**src/rtl/tqv_bus_host.sv**
```systemverilog
// Bus initiator for the TinyQV peripheral interface: one command in, one strobe sequence on the
// peripheral bus, one response out. All bus and response outputs are registered.
module tqv_bus_host #(
  parameter int unsigned TIMEOUT_CYCLES = 15
) (
  input  logic        clk,
  input  logic        rst_n,
  // Handshakes: a transfer happens on a rising edge where valid & ready are both high;
  // rsp_valid and its payload stay put until that edge, cmd_ready never depends on cmd_valid.
  input  logic        cmd_valid,
  output logic        cmd_ready,
  input  logic        cmd_write,
  input  logic [1:0]  cmd_size,
  input  logic [5:0]  cmd_addr,
  input  logic [31:0] cmd_wdata,
  output logic        rsp_valid,
  input  logic        rsp_ready,
  output logic [31:0] rsp_rdata,
  output logic        rsp_err,
  output logic [5:0]  address,
  output logic [31:0] data_in,
  output logic [1:0]  data_write_n,
  output logic [1:0]  data_read_n,
  input  logic [31:0] data_out,
  input  logic        data_ready,
  output logic [1:0]  o_dbg_state
);

  typedef enum logic [1:0] {ST_IDLE, ST_WRITE, ST_READ, ST_RESP} state_t;

  localparam logic [1:0] SZ_IDLE  = 2'b11;
  localparam logic [7:0] CNT_LAST = 8'(TIMEOUT_CYCLES - 1);

  state_t      r_state, w_state_d;
  logic [5:0]  r_addr, w_addr_d;
  logic [31:0] r_data_in, w_data_in_d;
  logic [1:0]  r_wr_n, w_wr_n_d;
  logic [1:0]  r_rd_n, w_rd_n_d;
  logic        r_rsp_valid, w_rsp_valid_d;
  logic [31:0] r_rdata, w_rdata_d;
  logic        r_err, w_err_d;
  logic [7:0]  r_cnt, w_cnt_d;
  logic        w_cmd_fire;

  function automatic logic [31:0] size_mask(input logic [1:0] sz, input logic [31:0] v);
    case (sz)
      2'b00:   size_mask = {24'h0, v[7:0]};
      2'b01:   size_mask = {16'h0, v[15:0]};
      default: size_mask = v;
    endcase
  endfunction

  assign cmd_ready    = (r_state == ST_IDLE) & rst_n;
  assign w_cmd_fire   = cmd_valid & cmd_ready;
  assign rsp_valid    = r_rsp_valid;
  assign rsp_rdata    = r_rdata;
  assign rsp_err      = r_err;
  assign address      = r_addr;
  assign data_in      = r_data_in;
  assign data_write_n = r_wr_n;
  assign data_read_n  = r_rd_n;
  assign o_dbg_state  = r_state;

  always_comb begin
    w_state_d     = r_state;
    w_addr_d      = r_addr;
    w_data_in_d   = r_data_in;
    w_wr_n_d      = r_wr_n;
    w_rd_n_d      = r_rd_n;
    w_rsp_valid_d = r_rsp_valid;
    w_rdata_d     = r_rdata;
    w_err_d       = r_err;
    w_cnt_d       = r_cnt;
    case (r_state)
      ST_IDLE: begin
        if (w_cmd_fire) begin
          w_addr_d = cmd_addr;
          if (cmd_size == SZ_IDLE) begin
            // Illegal size never touches the bus.
            w_state_d     = ST_RESP;
            w_rsp_valid_d = 1'b1;
            w_err_d       = 1'b1;
            w_rdata_d     = '0;
          end else if (cmd_write) begin
            w_state_d   = ST_WRITE;
            w_data_in_d = size_mask(cmd_size, cmd_wdata);
            w_wr_n_d    = cmd_size;
          end else begin
            w_state_d = ST_READ;
            w_rd_n_d  = cmd_size;
            w_cnt_d   = '0;
          end
        end
      end
      ST_WRITE: begin
        w_state_d     = ST_RESP;
        w_wr_n_d      = SZ_IDLE;
        w_rsp_valid_d = 1'b1;
        w_err_d       = 1'b0;
        w_rdata_d     = '0;
      end
      ST_READ: begin
        w_cnt_d = r_cnt + 8'd1;
        // r_rd_n still carries the size code of the read in progress.
        if (data_ready) begin
          w_state_d     = ST_RESP;
          w_rd_n_d      = SZ_IDLE;
          w_rsp_valid_d = 1'b1;
          w_err_d       = 1'b0;
          w_rdata_d     = size_mask(r_rd_n, data_out);
        end else if (r_cnt == CNT_LAST) begin
          w_state_d     = ST_RESP;
          w_rd_n_d      = SZ_IDLE;
          w_rsp_valid_d = 1'b1;
          w_err_d       = 1'b1;
          w_rdata_d     = '0;
        end
      end
      ST_RESP: begin
        if (rsp_ready) begin
          w_state_d     = ST_IDLE;
          w_rsp_valid_d = 1'b0;
        end
      end
      default: w_state_d = ST_IDLE;
    endcase
  end

  always_ff @(posedge clk) begin
    if (!rst_n) begin
      r_state     <= ST_IDLE;
      r_addr      <= '0;
      r_data_in   <= '0;
      r_wr_n      <= SZ_IDLE;
      r_rd_n      <= SZ_IDLE;
      r_rsp_valid <= 1'b0;
      r_rdata     <= '0;
      r_err       <= 1'b0;
      r_cnt       <= '0;
    end else begin
      r_state     <= w_state_d;
      r_addr      <= w_addr_d;
      r_data_in   <= w_data_in_d;
      r_wr_n      <= w_wr_n_d;
      r_rd_n      <= w_rd_n_d;
      r_rsp_valid <= w_rsp_valid_d;
      r_rdata     <= w_rdata_d;
      r_err       <= w_err_d;
      r_cnt       <= w_cnt_d;
    end
  end

endmodule
```
**config.mk**
```make
export PLATFORM = sky130hd
export DESIGN_NAME = tqv_bus_host
export DESIGN_NICKNAME = d
export VERILOG_FILES = /design/src/rtl/tqv_bus_host.sv
export SDC_FILE = /design/constraint.sdc
export NUM_CORES = 1
export LEC_CHECK = 0
export CAP_MARGIN = 25
export CORE_AREA = 2 2 101 103
export CTS_CLUSTER_DIAMETER = 100
export DETAILED_ROUTE_END_ITERATION = 12
export DIE_AREA = 0 0 103 105
export PLACE_DENSITY = 0.75
export SLEW_MARGIN = 20
export SYNTH_ARGS = -nofsm -noshare
export SYNTH_HDL_FRONTEND = slang
export SYNTH_SLANG_ARGS = --single-unit
```
**constraint.sdc**
```tcl
create_clock -name clk -period 1.79 [get_ports clk]
set_input_delay 0.358 -clock clk [delete_from_list [all_inputs] [get_ports clk]]
set_output_delay 0.358 -clock clk [all_outputs]
set_load 0.05 [all_outputs]
```
Yosys cells after proc, flatten, opt, wreduce, memory -nomap -nowiden

Index checks and enable logic that the tools add are counted.

Multiplexer cells: 34
Bitwise operators: 3
Reductions and logical operators: 14
Equal/unequal tests: 14
Add/subtract/negate cells: 1

Operator list:

| kind                                                            | number |
|---|---|
| 32-bit two-way mux                                              | 4 |
| 32-bit case mux with 2 select lines                             | 2 |
| 32-bit case mux with 3 select lines                             | 1 |
| 2-bit two-way mux                                               | 12 |
| 8-bit two-way mux                                               | 3 |
| 4-bit AND reduction                                             | 5 |
| 8-bit case mux with 2 select lines                              | 1 |
| 2-bit inequality test, second input constant                    | 5 |
| 8-bit by 1-bit adder with 8-bit output, second input constant   | 1 |
| 8-bit by 4-bit == test with 1-bit output, second input constant | 1 |
| 2-bit case mux with 2 select lines                              | 2 |
| 2-bit case mux with 4 select lines                              | 1 |
| 2-bit by 1-bit == test with 1-bit output, second input constant | 3 |
| 2-bit == test, second input constant                            | 3 |
| 2-bit logical NOT                                               | 3 |
| 1-bit two-way mux                                               | 6 |
| 5-bit AND reduction                                             | 1 |
| 1-bit case mux with 4 select lines                              | 1 |
| 2-bit nonzero test                                              | 2 |
| 3-bit inequality test, second input constant                    | 1 |
| 1-bit case mux with 3 select lines                              | 1 |
| 3-bit AND reduction                                             | 1 |
| 3-bit nonzero test                                              | 1 |
| 1-bit bitwise AND                                               | 2 |
| 3 further kinds                                                 | 3 |

Word-level logic and storage cells: 75
Output and inout port bits: 79
Register bits after elaboration: 86

Depth between registers and ports, before layout

Gate-level depths: netlist of the first run.

Depth after elaboration: 5
Depth in mapped cells: 10
Mapped depth without buffers: 6

Least setup slack after synthesis of the first run

No wires, ideal clock.

Path kind: register to register
Start point: register r_state[0], in the netlist o_dbg_state[0]
End point: register r_rdata[22], in the netlist rsp_rdata[22]
Cell stages (with the launch flop): 11
Required time: 1,670 ps
Arrival: 2,125 ps
Buffers on the path: 4
Path slack: -455 ps
Period minus slack after synthesis: 2,245 ps
Cell sequence: dfxtp_1 -> inv_1 -> ha_1 -> buf_4 -> and3_1 -> buf_4 -> and2_1 -> buf_4 -> clkbuf_1 -> nand2_1 -> mux2i_1

Word-level cells in the longest chain between the ends: 5
Elaborated cells between the ends (all ways): 11
Classes of those cells: 5 x eq/ne; 1 x mux; 2 x bitwise; 3 x reduce/logical

RTL lines:

| item                                   | RTL line | source |
|---|---|---|
| from (decl)                            | 34       | `state_t r_state, w_state_d;` |
| from (signal assigned)                 | 141      | `r_state <= w_state_d;` |
| 2-bit logical NOT                      | 53, 74   |  |
| 1-bit bitwise AND                      | 53       | `assign cmd_ready = (r_state == ST_IDLE) & rst_n;` |
| 1-bit bitwise AND                      | 54       | `assign w_cmd_fire = cmd_valid & cmd_ready;` |
| 2-bit inequality test (no source line) | n/a      |  |
| 4-bit AND reduction (no source line)   | n/a      |  |
| to (signal assigned)                   | 147      | `r_rdata <= w_rdata_d;` |
| to (decl)                              | 40       | `logic [31:0] r_rdata, w_rdata_d;` |

Several ways; a longest one is shown, not always the timed one.
A chain may end at the register's enable or synchronous reset.

Final worst setup path of the first run

Start point: register r_state[0], in the netlist o_dbg_state[0]
End point: output cmd_ready

Word-level cells in the longest chain between the ends: 2

RTL lines:

| item              | RTL line | source |
|---|---|---|
| 2-bit logical NOT | 53       |  |
| 1-bit bitwise AND | 53       |  |
| to (decl)         | 11       | `output logic cmd_ready,` |

No other way between the ends.

==> results of run 1 <==
[synth_stat cells, drive strengths merged]
library cell / instances / share of area (%)
a211oi: 2 / 0.42
a21o: 1 / 0.21
a21oi: 50 / 6.9
a311o: 1 / 0.28
a31oi: 2 / 0.35
a32oi: 1 / 0.76
a41o: 2 / 0.56
and2: 3 / 0.52
and3: 2 / 0.35
and4: 1 / 0.24
buf: 15 / 3.4
clkbuf: 15 / 1.6
dfxtp: 86 / 48
ha: 8 / 2.8
inv: 7 / 0.73
mux2i: 34 / 9.5
nand2: 127 / 13
nand3: 26 / 3.6
nand3b: 1 / 0.31
nand4: 4 / 0.69
nand4b: 1 / 0.24
nor2: 2 / 0.21
nor2b: 2 / 0.35
nor3: 4 / 0.56
nor4: 3 / 0.52
o211ai: 1 / 0.21
o21a: 1 / 0.21
o21ai: 10 / 1.4
o31ai: 2 / 0.42
o32ai: 1 / 0.24
or2: 1 / 0.17
or3: 5 / 0.87
or4: 2 / 0.42
[metrics by stage]
stage	worst slack [ps]	instances	hold slack, ps	cell area (um^2)	TNS, ps
finish	58.0	735	328	5590	0
global route	2.69	735	332	5590	0
CTS	20.7	733	310	5570	0
detailed placement	-328	717	446	5330	-9910
global placement	-252	717	440	5330	-7480
floorplan	-47.2	423	452	3660	-526
[layer usage]
metal  part of all wire (%)  up-vias
met5                      0        -
met4                    1.2        0
met3                    8.0       11
met2                     49      116
met1                     42     1700
li1                       -     1784
[path summary, 6_finish.rpt]
kind / startpoint / endpoint / slack, ps / cells past startpoint
setup / recovery: o_dbg_state[0]$_SDFFE_PN0P_ / cmd_ready / 60 / 6
hold / removal: rst_n / data_write_n[1]$_SDFFE_PN1P_ / 330 / 2
hold reg to reg: data_in[9]$_SDFFE_PN0P_ / data_in[9]$_SDFFE_PN0P_ / 460 / 2
setup reg to reg: o_dbg_state[0]$_SDFFE_PN0P_ / r_cnt[4]$_SDFFE_PN0P_ / 100 / 7
[final cells by class]
class | count | area share, %
flip-flops and latches | 86 | 30.9
multi-input cells | 300 | 30.8
repair buffers | 193 | 30.6
well taps | 133 | 2.98
clock buffers | 11 | 2.53
clock inverters | 5 | 1.46
inverters | 7 | 0.649
[timing repair]
| action | 4_1_cts | 5_1_grt |
|---|---|---|
| pin swaps | 1 | 0 |
| resized for setup | 4 | 4 |
| buffers inserted | 0 | 2 |
| setup endpoints to repair | 5 | 7 |
[cell families (layout without fill, tap and decap cells)]
family	Yosys count	count (layout)	synth area share [%]
compound gates	74	74	12.0
mux	34	34	9.45
fa+ha+maj	8	8	2.78
flops	86	86	47.8
buf+inv	37	216	5.66
simple gates	184	184	22.3
[power by group]
group          total (mW)  switching [mW]  internal (mW)
Combinational        2.44            1.35           1.09
Sequential           2.12          0.0784           2.05
Clock                1.53           0.699          0.828
[registers in the layout, indices dropped and copies added, names as in the netlist]
register,flops
o_dbg_state,2
data_read_n,2
data_in,32
rsp_valid,1
r_cnt,8
data_write_n,2
rsp_err,1
rsp_rdata,32
address,6
==> summary.md, run 1 <==
| Metric | Value |
|---|---|
| Status | `complete, no violations` |
| RD Place Congestion | `0.872` |
| Crit share post-route | `96.8%` |
| Tot GR Track Use | `18.5%` |
| H-tree levels | `3` |
| Met2 Use GR | `32.1%` |
| Critical path buffers and inverters | `4` |
| First drt pass iteration count | `4` |
| Clk_skew | `6.84 ps` |
| Core Util, Final | `58.0%` |
| Worst-case clock buffer depth | `2` |
| Pwr/cell area | `1090 nW/um^2` |
| Via count | `3611` |
| Multi-input logic area | `1720 um^2` |
| CTS hold repair buffers | `0` |
| Arr. time, crit path | `1370 ps` |
| Setup-failing EPs final | `0` |
| DR vias/cell | `4.91` |
| Synth Instances | `423` |
| Most frequent cells in the layout | `nand2_1, buf_4, dfxtp_1` |
| First-pass GRT wire length | `16.2 mm` |
| Worst EP required | `1430 ps` |
| Worst slew pin tran | `339 ps` |
| Worst Setup Start Kind | `flip-flop` |
| Initial antenna violation count | `0` |
| Die Y | `105 um` |
| Minimum clock period | `1730 ps` |
| Final Hold Violating Endpoints | `0` |
| Initial Util | `37.4%` |
| Fill cells | `888` |
| Maxcap violations | `0` |
| Clock latency on the worst-skew pair | `340 ps` |
| Cell Rows | `36` |
| M1 GR Usage | `22.0%` |
| Antenna viol nets, final | `0` |
| Slew Limit Headroom | `77.2%` |
| Congestion Overflow GR | `0` |
| HPWL Detailed | `7.94 mm` |
| Crit path kind | `flip-flop to output pin` |
| DR WL/cell | `14.0 um` |
| ANT cells | `0` |
| Vias in the first global route | `3500` |
| # clock sinks | `86` |
| Die W | `103 um` |
| Clock Pin Slew Worst Setup and Hold Paths | `90 ps` |
| Total CTS buffers | `9` |
| I/O Buffers | `156` |
| RSZ-0062 raised after global routing | `no` |
| Crit-path max FO | `4` |
| WL final | `10.3 mm` |
| Drt drc | `0` |
| Core box area | `9640 um^2` |
| Commonest non-fill, non-tap cell in the layout | `nand2_1` |
| Met3 Usage GRT | `5.62%` |
| Overall power | `6.09 mW` |
| Register area share after synthesis | `47.8%` |
| Syn Nets | `509` |
| Die Area | `10800 um^2` |
| Crit path max-delay cell type | `dfxtp_4` |
| Area growth from synthesis to layout | `55.2%` |
| Max incr delay on CP | `370 ps` |
| Fmax | `0.577 GHz` |
| Synth Cell Area | `3600 um^2` |
| Avg Cell Area, Syn | `8.51 um^2` |
| Hold WC Path Type | `input port to flip-flop` |
| CP endpoint kind | `output pin` |
| Iteration-0 DRC Markers | `174` |
| Layout cells sized above 1 | `24.4%` |
| CTS root buffer | `clkbuf_8` |
| Slew Limit Fails | `0` |
| VDD IR-drop max | `582 uV` |
| Sequential Area | `1730 um^2` |
| IO Pins | `157` |
| Final Net Count | `683` |
| Cell family with most CP delay | `buffers and inverters` |
| Largest net degree at the start of global routing | `35` |
| Yosys warning count | `0` |
| CTS tree | `yes` |
| Unique cell type count in the Yosys netlist | `37` |
| CP Cell Sequence | `inv_6 -> ha_4 -> buf_4 -> inv_4 -> nor2_4 -> buf_12` |
| Pleak | `2.33 nW` |
| FF+latch count, synth | `86` |
| Layer carrying the most global-route usage | `met2` |
Power figures use the tool's default switching activity.
==> run 2, diff against run 1 <==
--- a/config.mk
+++ b/config.mk
@@ -10,8 +10,10 @@
 export CTS_CLUSTER_DIAMETER = 100
 export DETAILED_ROUTE_END_ITERATION = 12
 export DIE_AREA = 0 0 103 105
+export HOLD_SLACK_MARGIN = 0.03
 export PLACE_DENSITY = 0.75
 export SLEW_MARGIN = 20
 export SYNTH_ARGS = -nofsm -noshare
 export SYNTH_HDL_FRONTEND = slang
 export SYNTH_SLANG_ARGS = --single-unit
+export TNS_END_PERCENT = 50
==> run 2 against run 1 <==
Effect of this change: die area did not move; critical path depth rose by 1; global-route usage barely moved; critical endpoint unchanged; count of clock-buffer cells in the layout did not move; worst hold slack improved by 33 ps.
==> summary.md, run 2 (synthesis gave the netlist of run 1 again) <==
| Metric | Value |
|---|---|
| First-pass GRT wire length | `16.2 mm (unchanged)` |
| Max incr delay on CP | `360 ps (about the same)` |
| Final Hold Violating Endpoints | `0 (unchanged)` |
| Crit path max-delay cell type | `dfxtp_4` |
| Crit share post-route | `98.6% (+1.8 points)` |
| Vias in the first global route | `3455 (-1.3%)` |
| RSZ-0062 raised after global routing | `yes` |
| First drt pass iteration count | `5 (+1)` |
| Cell family with most CP delay | `buffers and inverters` |
| Cell area after placement | `5240 um^2 (-1.5%)` |
| HPWL Detailed | `7.56 mm (-4.9%)` |
| Crit-path max FO | `3 (-1)` |
| CTS hold repair buffers | `0 (unchanged)` |
| CP endpoint kind | `output pin` |
| Initial Util | `37.4% (unchanged)` |
| Comb pwr share | `42.7% (+2.7 points)` |
| Die Area | `10800 um^2 (unchanged)` |
| Area growth from synthesis to layout | `57.9%` |
| Most frequent cells in the layout | `nand2_1, buf_4, dfxtp_1` |
| Final Cell Area | `5680 um^2 (+1.7%)` |
| RD Place Congestion | `0.790 (-9.4%)` |
| Initial antenna violation count | `0 (unchanged)` |
| Layout cells sized above 1 | `25.9% (+1.4 points)` |
| Tot GR Track Use | `18.6% (+0.035 points)` |
| DR vias/cell | `4.98 (+1.3%)` |
| WL final | `10.9 mm (+5.4%)` |
| Worst Setup Start Kind | `flip-flop` |
| Largest net degree at the start of global routing | `39 (+11%)` |
| Worst EP required | `1430 ps (about the same)` |
| Via count | `3683 (+2.0%)` |
| Slew Limit Fails | `0 (unchanged)` |
| Arr. time, crit path | `1410 ps (+40 ps)` |
| Die W | `103 um (unchanged)` |
| DR WL/cell | `14.7 um (+4.7%)` |
| I/O Buffers | `156 (unchanged)` |
| Commonest non-fill, non-tap cell in the layout | `nand2_1` |
| Die Y | `105 um (unchanged)` |
| Minimum clock period | `1760 ps (+32.1 ps)` |
| P_sw | `2.24 mW (+5.3%)` |
| Pwr/cell area | `1100 nW/um^2 (+1.0%)` |
| Clock latency on the worst-skew pair | `350 ps (about the same)` |
| Clk_skew | `13.9 ps (+7.06 ps)` |
| Setup-failing EPs final | `0 (unchanged)` |
| IO Pins | `157 (unchanged)` |
| Cell mode on critical path | `buf_6` |
| Final hold slack | `360 ps (+32.7 ps)` |
| Antenna viol nets, final | `0 (unchanged)` |
| Worst-case clock buffer depth | `2 (unchanged)` |
| VDD IR-drop max | `547 uV (-5.9%)` |
| CP Cell Sequence | `inv_4 -> ha_4 -> buf_6 -> inv_2 -> buf_6 -> nor2_4 -> buf_12` |
| H-tree levels | `3 (unchanged)` |
| # clock sinks | `86 (unchanged)` |
| Final Net Count | `688 (+0.73%)` |
| Iteration-0 DRC Markers | `148 (-15%)` |
| Status | `complete, no violations` |
| ANT cells | `0 (unchanged)` |
| Clock Pin Slew Worst Setup and Hold Paths | `80 ps (about the same)` |
| Flop pwr share | `33.9% (-1.0 points)` |
| Slew Limit Headroom | `73.1% (-4.1 points)` |
| CTS tree | `yes` |
| Clk network pwr share | `23.4% (-1.7 points)` |
| Worst slew pin tran | `403 ps (+64.9 ps)` |
| Maxcap violations | `0 (unchanged)` |
| Total CTS buffers | `9 (unchanged)` |
| Internal Pwr Total | `4.02 mW (+1.4%)` |
| Core box area | `9640 um^2 (unchanged)` |
| Congestion Overflow GR | `0 (unchanged)` |
| Fill cells | `882 (-0.68%)` |
| Crit path kind | `flip-flop to output pin` |
| Cell Rows | `36 (unchanged)` |
| Drt drc | `0 (unchanged)` |
| Pleak | `2.38 nW (+2.2%)` |
| Critical path buffers and inverters | `5 (+1)` |
| Fmax | `0.567 GHz (-1.8%)` |
| Sw frac | `35.8% (+0.87 points)` |
| Hold WC Path Type | `input port to flip-flop` |
| CTS root buffer | `clkbuf_8` |
## run 2: final timing paths
path                               start  depth (start not counted)  slack, ps                           end
max          o_dbg_state[1]$_SDFFE_PN0P_                          7         30                     cmd_ready
min reg2reg     data_in[13]$_SDFFE_PN0P_                          2        460      data_in[13]$_SDFFE_PN0P_
min                                rst_n                          2        360  data_write_n[1]$_SDFFE_PN1P_
max reg2reg  o_dbg_state[0]$_SDFFE_PN0P_                          9         80  data_write_n[0]$_SDFFE_PN1P_
## run 2: repair_timing
action	CTS	global route
resized for setup	8	11
buffers inserted	6	2
pin swaps	2	4
setup endpoints to repair	1	72
gates cloned	0	5
## run 2: power by group through the flow
stage               Sequential [mW]  Clock [mW]  Combinational, mW
floorplan                      2.59           0               1.13
global placement               2.17           0               2.20
detailed placement             2.18           0               2.23
CTS                            2.12        1.50               2.39
global route                   2.14        1.59               2.83
finish                         2.12        1.47               2.67
## run 2: through the flow
step / util [%] / total power [mW] / setup slack [ps] / cells / setup TNS (ps)
after floorplan: - / 3.71 / -56.0 / 423 / -1380
after global placement: 54.4 / 4.37 / -215 / 711 / -9910
after detailed placement: 54.4 / 4.41 / -253 / 711 / -13220
after CTS: 57.4 / 6.02 / 3.48 / 733 / 0
after global routing: 59.0 / 6.56 / -29.1 / 740 / -36.1
final: 59.0 / 6.26 / 25.9 / 740 / 0
## run 2: routing by layer
metal	vias to the layer above	routed length, um	global-route usage (%)
li1	1797	-	-
met1	1721	4480	23.1
met2	150	5280	30.3
met3	15	933	5.62
met4	0	159	6.02
met5	-	0	0
## run 2: layout make-up
| class | instances | area (um^2) | share of cell area [%] |
|---|---|---|---|
| timing repair buffer | 198 | 1810 | 31.8 |
| multi-input combinational | 300 | 1730 | 30.5 |
| sequential | 86 | 1730 | 30.4 |
| tap | 133 | 166 | 2.93 |
| clock buffer | 11 | 151 | 2.66 |
| clock inverter | 5 | 65.1 | 1.14 |
| inverter | 7 | 31.3 | 0.550 |
==> run 3, diff against run 2 <==
--- a/config.mk
+++ b/config.mk
@@ -6,12 +6,11 @@
 export NUM_CORES = 1
 export LEC_CHECK = 0
 export CAP_MARGIN = 25
-export CORE_AREA = 2 2 101 103
+export CORE_AREA = 2 2 113 115
 export CTS_CLUSTER_DIAMETER = 100
 export DETAILED_ROUTE_END_ITERATION = 12
-export DIE_AREA = 0 0 103 105
+export DIE_AREA = 0 0 115 117
 export HOLD_SLACK_MARGIN = 0.03
-export PLACE_DENSITY = 0.75
 export SLEW_MARGIN = 20
 export SYNTH_ARGS = -nofsm -noshare
 export SYNTH_HDL_FRONTEND = slang
==> run 3 against run 2 <==
Effect of this change: maximum frequency up 0.69%; critical path type unchanged; clock power increased by 22%; cell count is 2.7% higher; sequential power about the same; count of clock-buffer cells in the layout shrank 1; highest routed layer unchanged; core utilization fell by 12 points; sequential share of layout area decreased by 0.49 points; first-iteration DRC count rose by 14%; wire length down 0.36%; critical path depth did not move; die area is 24% higher; setup slack better by 12 ps.
==> summary.md, run 3 (synthesis gave the netlist of run 1 again) <==
| Metric | Value |
|---|---|
| Cell Rows | `41 (+14%)` |
| First-pass GRT wire length | `16.9 mm (+4.1%)` |
| Worst Setup SP | `o_dbg_state[0]$_SDFFE_PN0P_` |
| Tot GR Track Use | `15.8% (-2.8 points)` |
| RSZ-0062 raised after global routing | `yes` |
| Crit path kind | `flip-flop to output pin` |
| IO Pins | `157 (unchanged)` |
| Pleak | `2.41 nW (+1.5%)` |
| Core Util, Final | `46.9% (-12 points)` |
| Die Y | `117 um (+11%)` |
| Worst EP required | `1430 ps (about the same)` |
| Reg2reg path depth | `8 (-1)` |
| Die Area | `13500 um^2 (+24%)` |
| Initial Util | `29.2% (-8.1 points)` |
| Fmax | `0.571 GHz (+0.69%)` |
| Final hold slack | `435 ps (+75.2 ps)` |
| Worst r2r src | `o_dbg_state[0]$_SDFFE_PN0P_` |
| Setup-failing EPs final | `0 (unchanged)` |
| Hold Path Stages | `2 (unchanged)` |
| Slew Limit Headroom | `72.1% (-1.0 points)` |
| Die W | `115 um (+12%)` |
| Via count | `3583 (-2.7%)` |
| Area growth from synthesis to layout | `60.5%` |
| Worst setup margin | `37.9 ps (+12.0 ps)` |
| Worst-case clock buffer depth | `2 (unchanged)` |
| First drt pass iteration count | `4 (-1)` |
| HPWL Detailed | `7.78 mm (+2.9%)` |
| Arr. time, crit path | `1390 ps (-20 ps)` |
| Commonest non-fill, non-tap cell in the layout | `nand2_1` |
| CP endpoint kind | `output pin` |
| CTS tree | `yes` |
| WL final | `10.8 mm (-0.36%)` |
| Final Net Count | `692 (+0.58%)` |
| Maxcap violations | `0 (unchanged)` |
| Total CTS buffers | `9 (unchanged)` |
| Largest net degree at the start of global routing | `39 (unchanged)` |
| Layout cells sized above 1 | `26.1% (+0.20 points)` |
| I/O Buffers | `156 (unchanged)` |
| Crit-path max FO | `3 (unchanged)` |
| Core box area | `12300 um^2 (+28%)` |
| ANT cells | `0 (unchanged)` |
| Slew Limit Fails | `0 (unchanged)` |
| CTS hold repair buffers | `0 (unchanged)` |
| Worst R2R End | `data_write_n[0]$_SDFFE_PN1P_` |
| H-tree levels | `3 (unchanged)` |
| Pwr/cell area | `1140 nW/um^2 (+3.1%)` |
| Final Hold Violating Endpoints | `0 (unchanged)` |
| Crit share post-route | `97.9% (-0.67 points)` |
| Clk_skew | `4.08 ps (-9.82 ps)` |
| Clock latency on the worst-skew pair | `340 ps (about the same)` |
| Initial antenna violation count | `0 (unchanged)` |
| Pre-CTS WS | `-347 ps (-93.3 ps)` |
| Worst Setup Start Kind | `flip-flop` |
| Worst slew pin tran | `419 ps (+15.6 ps)` |
| Most frequent cells in the layout | `nand2_1, buf_4, dfxtp_1` |
| VDD IR-drop max | `551 uV (+0.61%)` |
| Drt drc | `0 (unchanged)` |
| R2R setup slack | `70 ps (about the same)` |
| Antenna viol nets, final | `0 (unchanged)` |
| # clock sinks | `86 (unchanged)` |
| CTS root buffer | `clkbuf_16` |
| Vias in the first global route | `3532 (+2.2%)` |
| Iteration-0 DRC Markers | `169 (+14%)` |
| Clock Pin Slew Worst Setup and Hold Paths | `60 ps (-20 ps)` |
| Congestion Overflow GR | `0 (unchanged)` |
| Hold WC Path Type | `input port to flip-flop` |
| Crit path capture | `cmd_ready` |
| DR vias/cell | `4.71 (-5.3%)` |
| Minimum clock period | `1750 ps (-12.0 ps)` |
| Status | `complete, no violations` |
| RD Place Congestion | `0.793 (+0.48%)` |
| DR WL/cell | `14.2 um (-3.0%)` |
==> run 3: how the worst min path moves through the flow <==
stage,to,from,slack (ps)
after detailed placement,rsp_valid$_SDFFE_PN0P_,rsp_valid$_SDFFE_PN0P_,440
after global placement,data_in[13]$_SDFFE_PN0P_,data_in[13]$_SDFFE_PN0P_,440
final,o_dbg_state[0]$_SDFFE_PN0P_,rst_n,440
after global routing,o_dbg_state[0]$_SDFFE_PN0P_,rst_n,430
after floorplan,r_cnt[7]$_SDFFE_PN0P_,r_cnt[7]$_SDFFE_PN0P_,450
after CTS,o_dbg_state[0]$_SDFFE_PN0P_,rst_n,420
==> run 3: where the power goes <==
| part | switching, mW | internal [mW] | total (mW) |
|---|---|---|---|
| Clock | 0.780 | 1.01 | 1.79 |
| Sequential | 0.0763 | 2.05 | 2.12 |
| Combinational | 1.43 | 1.21 | 2.65 |
==> run 3: area by class of cell <==
class,instances,area [um^2]
multi-input combinational,300,1720
tap,150,188
clock buffer,10,250
inverter,7,33.8
clock inverter,5,33.8
timing repair buffer,202,1820
fill,1198,6530
sequential,86,1730
==> run 3: timing repair <==
action | in CTS | in global routing
setup endpoints to repair | 10 | 53
gates cloned | 0 | 2
setup buffers | 4 | 0
pin swaps | 2 | 1
gates resized for setup | 7 | 8
==> run 3: layer usage <==
layer  global-route usage [%]  routed length [um]  vias up
li1                         -                   -     1800
met1                     18.9                4760     1647
met2                     26.2                4990      126
met3                     6.08                 956       10
met4                     4.90                 115        0
met5                        0                   0        -
==> run 3: through the flow <==
stage          cells  power, mW  cell area, um^2  TNS, ps
2_1_floorplan    423       3.71             3630    -1380
3_3_place_gp     739       4.47             5360   -12280
3_5_place_dp     739       4.50             5360   -13910
4_1_cts          758       6.43             5700        0
5_1_grt          760       6.87             5780    -53.6
6_report         760       6.56             5780        0
==> run 3: worst max-delay path, cell delays in order, from the launching register on <==
cell and delay [ps]:
dfxtp_4 350, inv_4 70, ha_4 140, buf_6 110
inv_4 40, buf_6 110, nor2_4 100, buf_12 140
